<file path="config.mk">
export PLATFORM = sky130hd
export DESIGN_NAME = filt_mac_mc
export DESIGN_NICKNAME = d
export VERILOG_FILES = /design/src/rtl/filt_pkg.sv /design/src/rtl/filt_rnd_sat.sv /design/src/rtl/filt_mac_mc.sv
export SDC_FILE = /design/constraint.sdc
export NUM_CORES = 1
export LEC_CHECK = 0
export BUFFER_PORTS_ARGS = -buffer_cell sky130_fd_sc_hd__buf_4
export CELL_PAD_IN_SITES_DETAIL_PLACEMENT = 0
export CELL_PAD_IN_SITES_GLOBAL_PLACEMENT = 1
export CORE_MARGIN = 4
export CORE_UTILIZATION = 35
export CTS_CLUSTER_DIAMETER = 150
export CTS_CLUSTER_SIZE = 20
export DETAILED_ROUTE_END_ITERATION = 10
export GPL_TIMING_DRIVEN = 1
export PLACE_DENSITY_LB_ADDON = 0.1
export SYNTH_ARGS = -nofsm -noshare
export SYNTH_HDL_FRONTEND = slang
export SYNTH_HIERARCHICAL = 1
export SYNTH_SLANG_ARGS = --single-unit
export TNS_END_PERCENT = 1
</file>
<file path="constraint.sdc">
create_clock -name i_clk -period 15.4 [get_ports i_clk]
set_input_delay 2.31 -clock i_clk [delete_from_list [all_inputs] [get_ports i_clk]]
set_output_delay 2.31 -clock i_clk [all_outputs]
set_load 0.02 [all_outputs]
</file>
<file path="src/rtl/filt_pkg.sv">
// Shared definitions for the serial-MAC filter family: FSM encoding and width derivations.
package filt_pkg;

  typedef enum logic [1:0] {
    ST_IDLE = 2'd0,
    ST_ACC  = 2'd1,
    ST_OUT  = 2'd2
  } filt_state_t;

  // Ceiling log2; 0 for v <= 1.
  function automatic int f_clog2(input int v);
    int r;
    r = 0;
    for (int i = 0; i < 31; i++) begin
      if ((1 << i) < v) r = i + 1;
    end
    return r;
  endfunction

  // Index width that never collapses to zero bits.
  function automatic int f_width(input int v);
    return (f_clog2(v) < 1) ? 1 : f_clog2(v);
  endfunction

  // Number of stored coefficients (and MAC cycles per output).
  function automatic int f_coeff_size(input int length, input int symm);
    return (symm != 0) ? (length + 1) / 2 : length;
  endfunction

  function automatic int f_acc_width(input int data_width, input int coeff_width, input int n);
    return data_width + 1 + coeff_width + f_clog2(n);
  endfunction

endpackage

</file>
<file path="src/rtl/filt_rnd_sat.sv">
// Combinational round-half-up, arithmetic right shift and signed saturation.
module filt_rnd_sat #(
  parameter int gp_inp_width = 24,
  parameter int gp_shift     = 0,
  parameter int gp_oup_width = 16
) (
  input  logic signed [gp_inp_width-1:0] i_data,
  output logic signed [gp_oup_width-1:0] o_data,
  output logic                           o_sat
);

  // Working width leaves headroom for the rounding add and for a wider output.
  localparam int c_ww = ((gp_inp_width + 1) > (gp_oup_width + 1)) ? gp_inp_width + 1
                                                                   : gp_oup_width + 1;
  localparam int c_hs = (gp_shift > 0) ? gp_shift - 1 : 0;
  localparam logic signed [c_ww-1:0] c_half = (gp_shift > 0) ? (c_ww'(1) << c_hs) : '0;
  localparam logic signed [c_ww-1:0] c_max  = (c_ww'(1) << (gp_oup_width - 1)) - c_ww'(1);
  localparam logic signed [c_ww-1:0] c_min  = -(c_ww'(1) << (gp_oup_width - 1));

  logic signed [c_ww-1:0] shifted;

  always_comb begin
    // NOTE: every output gets a default first so no path can infer a latch.
    shifted = (c_ww'(i_data) + c_half) >>> gp_shift;
    o_sat   = 1'b0;
    o_data  = shifted[gp_oup_width-1:0];
    if (shifted > c_max) begin
      o_data = c_max[gp_oup_width-1:0];
      o_sat  = 1'b1;
    end else if (shifted < c_min) begin
      o_data = c_min[gp_oup_width-1:0];
      o_sat  = 1'b1;
    end
  end

endmodule

</file>
<file path="src/rtl/filt_mac_mc.sv">
// Multi-channel FIR with one shared multiplier/accumulator, optional symmetric folding,
// programmable coefficients and a registered, rounded, saturated output.
module filt_mac_mc
  import filt_pkg::*;
#(
  parameter int gp_data_width   = 8,
  parameter int gp_coeff_length = 17,
  parameter int gp_coeff_width  = 12,
  parameter int gp_symm         = 1,
  parameter int gp_channels     = 2,
  parameter int gp_shift        = 0,
  parameter int gp_oup_width    = 16
) (
  input  logic                                                        i_clk,
  input  logic                                                        i_rst,
  input  logic                                                        i_valid,
  output logic                                                        o_ready,
  input  logic [f_width(gp_channels)-1:0]                             i_ch,
  input  logic signed [gp_data_width-1:0]                             i_data,
  input  logic                                                        i_coeff_we,
  input  logic [f_width(f_coeff_size(gp_coeff_length, gp_symm))-1:0]  i_coeff_addr,
  input  logic signed [gp_coeff_width-1:0]                            i_coeff_data,
  output logic                                                        o_valid,
  input  logic                                                        i_ready,
  output logic [f_width(gp_channels)-1:0]                             o_ch,
  output logic signed [gp_oup_width-1:0]                              o_data,
  output logic                                                        o_sat
);

  localparam int c_n     = f_coeff_size(gp_coeff_length, gp_symm);
  localparam int c_cw    = f_width(gp_channels);
  localparam int c_aw    = f_width(c_n);
  localparam int c_tw    = f_width(gp_coeff_length);
  localparam int c_dw1   = gp_data_width + 1;
  localparam int c_pw    = gp_data_width + 1 + gp_coeff_width;
  localparam int c_accw  = f_acc_width(gp_data_width, gp_coeff_width, c_n);
  localparam bit c_fold  = (gp_symm != 0);
  localparam bit c_odd   = c_fold && ((gp_coeff_length % 2) == 1);

  filt_state_t state_q, state_d;

  logic        [c_aw-1:0]           k_q;
  logic        [c_cw-1:0]           ch_q;
  logic signed [c_accw-1:0]         acc_q, acc_d;
  logic signed [gp_data_width-1:0]  dly_q   [gp_channels][gp_coeff_length];
  logic signed [gp_coeff_width-1:0] coeff_q [c_n];

  logic        [c_tw-1:0]           tap_a, tap_b;
  logic signed [c_dw1-1:0]          pre;
  logic signed [c_pw-1:0]           prod;
  logic signed [gp_oup_width-1:0]   rs_data;
  logic                             rs_sat;
  logic                             accept, ch_ok, last_k, coeff_wr;

  assign ch_ok    = int'(i_ch) < gp_channels;
  assign accept   = i_valid && o_ready;
  assign last_k   = (k_q == c_aw'(c_n - 1));
  assign coeff_wr = i_coeff_we && (state_q == ST_IDLE) && (int'(i_coeff_addr) < c_n);

  // One MAC term per cycle; folded taps share a coefficient, odd middle tap stands alone.
  always_comb begin
    tap_a = c_tw'(k_q);
    tap_b = c_tw'(gp_coeff_length - 1) - tap_a;
    pre   = c_dw1'(dly_q[ch_q][tap_a]);
    if (c_fold && !(c_odd && last_k)) begin
      pre = c_dw1'(dly_q[ch_q][tap_a]) + c_dw1'(dly_q[ch_q][tap_b]);
    end
    prod  = c_pw'(pre) * c_pw'(coeff_q[k_q]);
    acc_d = acc_q + c_accw'(prod);
  end

  filt_rnd_sat #(
    .gp_inp_width (c_accw),
    .gp_shift     (gp_shift),
    .gp_oup_width (gp_oup_width)
  ) u_rnd_sat (
    .i_data (acc_d),
    .o_data (rs_data),
    .o_sat  (rs_sat)
  );

  always_comb begin
    state_d = state_q;
    unique case (state_q)
      ST_IDLE: if (accept && ch_ok) state_d = ST_ACC;
      ST_ACC:  if (last_k)          state_d = ST_OUT;
      ST_OUT:  if (i_ready)         state_d = ST_IDLE;
      default:                      state_d = ST_IDLE;
    endcase
  end

  assign o_ready = (state_q == ST_IDLE) && !i_rst;
  assign o_valid = (state_q == ST_OUT);

  always_ff @(posedge i_clk) begin
    if (i_rst) state_q <= ST_IDLE;
    else       state_q <= state_d;
  end

  always_ff @(posedge i_clk) begin
    if (i_rst) begin
      // NOTE: delay lines and coefficients are reset on purpose; reset must wipe all history.
      for (int c = 0; c < gp_channels; c++) begin
        for (int t = 0; t < gp_coeff_length; t++) dly_q[c][t] <= '0;
      end
      for (int i = 0; i < c_n; i++) coeff_q[i] <= '0;
      k_q    <= '0;
      ch_q   <= '0;
      acc_q  <= '0;
      o_data <= '0;
      o_ch   <= '0;
      o_sat  <= 1'b0;
    end else begin
      if (coeff_wr) coeff_q[i_coeff_addr] <= i_coeff_data;
      unique case (state_q)
        ST_IDLE: begin
          if (accept && ch_ok) begin
            for (int t = gp_coeff_length - 1; t > 0; t--) dly_q[i_ch][t] <= dly_q[i_ch][t-1];
            dly_q[i_ch][0] <= i_data;
            ch_q  <= i_ch;
            acc_q <= '0;
            k_q   <= '0;
          end
        end
        ST_ACC: begin
          acc_q <= acc_d;
          k_q   <= k_q + c_aw'(1);
          if (last_k) begin
            o_data <= rs_data;
            o_ch   <= ch_q;
            o_sat  <= rs_sat;
          end
        end
        default: ;
      endcase
    end
  end

endmodule

</file>
==> metrics.md <==
| Metric | Value |
|---|---|
| Status | complete, no violations |
| Total vias in the final route | 16952 |
| I/O pin count | 50 |
| Drt total wl | 69600 um |
| Endpoint arrival time on the critical path | 11.11 ns |
| Critical Path Most Common Cell | sky130_fd_sc_hd__fa_1 |
| Final Max Slew Viols | 0 |
| Number of synthesized register bits | about 520 |
| Post-CTS setup repair buffer count | 0 |
| Distinct cell type count after synthesis | 72 |
| # H-tree levels | 1 |
| CTS resizes | 0 |
| Number of hold violations in the final report | 0 |
| Relative slew margins | 0.188 |
| Max_cap viols | 0 |
| Tcrit/Tclk final | 0.691 |
| Synthesized area per cell | about 13 um2 |
| Final critical path time including I/O delays and setup | 10.65 ns |
| Cells after Synth | 2164 |
| Final std cells w/o fill | 3338 |
| Post-route worst setup slack | between 4 and 5 ns |
| Count of flip-flops with a built-in enable after synthesis | roughly 460 |
| Endpoint type of the worst setup path | flip-flop |
| Type of the worst setup path | flip-flop to flip-flop |
| Root buffer selected by CTS | sky130_fd_sc_hd__clkbuf_16 |
| Wire length of the first global-routing pass | ~110000 um |
| Portion of the post-synthesis area used by sequential elements | 0.518 |
| Overflow left after global routing | 0 |
| Vias in the first global route | 18210 |
| Initial detailed-routing violation count | 895 |
| Router iterations before antenna repair | 5 |
| Post-DP HPWL | 46200 um |
| Maximum number of buffers from clock root to sink | 3 |
| Yosys warns | 6 |
| Required time of the critical path | approximately 16 ns |
| DRC viols | 0 |
| Die area | 87600 um2 |
| GRT Resource Usage Total | 0.161 |
| Remaining antenna violation count | 0 |
| Fill count | a little under 8000 |
| Clock insertion delay at the later pin of the skew report | 0.61 ns |
| Worst-margin pin slew | 1.22 ns |
| Leading register cell type out of synthesis | sky130_fd_sc_hd__edfxtp_1 |
| Number of buffers inserted by port buffering | 49 |
| Synth async-reset ratio | 0 |
| Final number of setup-violating endpoints | 0 |
| Inst Count DP | 3284 |
| Sort of element at the start of the critical path | flip-flop |
| Share of final-layout standard cells stronger than drive strength 1 | 0.134 |
| Die extent in x | 296 um |
| Area growth from synthesis to layout | 9.00% |
| Fmax | 93.9 MHz |
| Clock Sink Count | roughly 520 |
| Minimum setup slack after placement | 4.73 ns |
| Clock Skews | roughly 0.020 ns |
| Initial Util | 0.353 |
| Cell type of the slowest stage on the worst timing path | sky130_fd_sc_hd__xor2_2 |
| Setup repair after global routing missed its margin | false |
| Hold WC Path Type | flip-flop to flip-flop |
| CTS Hold Buffers Added | 0 |
| Via-per-instance ratio | 5.08 |
| Detailed-route wire length per cell | 20.9 um |
| Antenna violations before repair | 1 |
| Summed negative setup slack over all endpoints | 0 ns |
| Combined area of all synthesized cells | 29000 um2 |
| Vertical extent of the die | 296 um |
| Cell row count | 105 |
| Largest fanout on the critical path | 17 |
| Number of buffers added by the clock tree synthesis step | 29 |
| CTS tree | built |
| Placeable core area | approximately 82000 um2 |
| Nets | 2467 |
| Maximum number of pins on one net before global-route repair | 77 |
| Finished Core Util | 0.385 |
| Weighted congestion reported at the end of routability-driven placement | 0.781 |
| Largest stage delay on the critical path | 0.97 ns |
| Register clock-pin slew on the reported worst setup and hold paths | 0.09 ns |
[worst max-delay path: cells and delay by family, from the launching register on]
kind | cells | cell delay, ns
compound gates | 6 | 0.81
xor+xnor | 2 | 1.13
fa+ha+maj | 9 | 3.70
buf+inv | 6 | 0.64
flops | 1 | 0.92
mux | 1 | 0.61
simple gates | 12 | 2.64
[final timing paths]
path,startpoint,end,slack [ns],cells past startpoint
min reg2reg,o_data[11],o_data[11],0.46,2
max reg2reg,k_q[1],o_data[2],4.75,36
min,o_data[11],o_data[11],0.46,2
max,k_q[1],o_data[2],4.75,36
[registers in the layout (all words and copies together) (netlist names), named ones only]
register / flops
acc_q: 25
ch_q: 1
coeff_q: 192
dly_q: 272
k_q: 4
o_ch: 1
o_data: 16
o_sat: 1
state_q: 2
[layout make-up]
| type | instances | area, um2 | area share |
|---|---|---|---|
| Multi-Input combinational cell | 1429 | 13100 | 0.414 |
| Sequential cell | 519 | 15000 | 0.476 |
| Timing Repair Buffer | 89 | 668 | 0.0211 |
| Tap cell | 1070 | 1340 | 0.0423 |
| Antenna cell | 1 | 2.50 | 0.0000791 |
| Inverter | 177 | 664 | 0.0210 |
| Clock buffer | 53 | 816 | 0.0258 |
[synth_stat cells (4+ instances only)]
library cell / instances / area, um2
sky130_fd_sc_hd__nor4_1: 7 / 43.8
sky130_fd_sc_hd__a21oi_1: 46 / 230
sky130_fd_sc_hd__and3_1: 4 / 25.0
sky130_fd_sc_hd__nor2_1: 120 / 450
sky130_fd_sc_hd__dfxtp_1: 55 / 1100
sky130_fd_sc_hd__o211ai_1: 4 / 30.0
sky130_fd_sc_hd__a21o_1: 144 / 1080
sky130_fd_sc_hd__a22oi_1: 13 / 97.6
sky130_fd_sc_hd__nand2_1: 137 / 514
sky130_fd_sc_hd__buf_6: 4 / 45.0
sky130_fd_sc_hd__o22ai_1: 7 / 43.8
sky130_fd_sc_hd__xor2_1: 7 / 61.3
sky130_fd_sc_hd__nor3_1: 13 / 65.1
sky130_fd_sc_hd__edfxtp_1: 464 / 13900
sky130_fd_sc_hd__o2bb2ai_1: 15 / 131
sky130_fd_sc_hd__a211oi_1: 10 / 75.1
sky130_fd_sc_hd__nor4_2: 9 / 113
sky130_fd_sc_hd__inv_1: 177 / 664
sky130_fd_sc_hd__buf_2: 25 / 125
sky130_fd_sc_hd__clkbuf_1: 68 / 255
sky130_fd_sc_hd__mux2_2: 16 / 180
sky130_fd_sc_hd__fa_1: 120 / 2400
sky130_fd_sc_hd__mux4_2: 116 / 2610
sky130_fd_sc_hd__o21a_1: 11 / 82.6
sky130_fd_sc_hd__o21ai_0: 25 / 125
sky130_fd_sc_hd__ha_1: 72 / 901
sky130_fd_sc_hd__o21bai_1: 7 / 52.6
sky130_fd_sc_hd__nor2b_1: 9 / 56.3
sky130_fd_sc_hd__o21ai_2: 10 / 87.6
sky130_fd_sc_hd__nand3_1: 10 / 50.1
sky130_fd_sc_hd__buf_4: 5 / 37.5
sky130_fd_sc_hd__buf_1: 17 / 63.8
sky130_fd_sc_hd__nand2b_1: 11 / 68.8
sky130_fd_sc_hd__and2_1: 255 / 1600
sky130_fd_sc_hd__mux4_1: 14 / 368
sky130_fd_sc_hd__nand4_1: 5 / 31.3
sky130_fd_sc_hd__mux2i_1: 38 / 380
sky130_fd_sc_hd__a22o_1: 16 / 140
sky130_fd_sc_hd__xnor2_1: 24 / 210
sky130_fd_sc_hd__or2_2: 15 / 93.8
[cells in the final DEF, fill, tap and decap left out, drive strengths merged, types with 13 or more instances in the layout]
cell	instances
dfxtp	55
o21ai	38
ha	72
fa	120
or2	18
edfxtp	464
a21o	144
mux2	16
clkbuf	53
nor3	14
buf	89
nor2	120
and2	255
nor4	17
a22o	16
mux2i	38
o2bb2ai	15
xnor2	24
nand2	137
inv	177
a21oi	47
mux4	130
a22oi	13
conb	84
[logic make-up (layout without fill, tap and decap cells)]
| kind of cell | Yosys count | count (layout) | synth area share |
|---|---|---|---|
| AND/OR/NAND/NOR | 611 | 611 | 0.112 |
| other | 1 | 85 | 0.000129 |
| adder cells (fa/ha/maj) | 192 | 192 | 0.114 |
| AO/OA/AOI/OAI | 327 | 327 | 0.0818 |
| buffers and inverters | 299 | 319 | 0.0426 |
| multiplexers | 184 | 184 | 0.122 |
| XOR/XNOR | 31 | 31 | 0.00936 |
| flip-flops | 519 | 519 | 0.518 |
[metrics by stage]
step | instance area, um2 | hold WS [ns]
after global routing | 31600 | 0.494
after detailed placement | 30800 | 0.452
final | 31600 | 0.464
after global placement | 30800 | 0.450
after CTS | 31600 | 0.467
after floorplan | 29300 | 0.432
[routing by layer]
metal	vias up	wire (um)	global-route usage
met5	-	0	0
met4	0	1110	0.0257
met1	8826	30600	0.211
li1	7863	-	-
met2	216	35800	0.293
met3	47	2150	0.0194
Power is not shown: default switching activity piles up to over one toggle a cycle in this logic, so the estimate is an artifact.
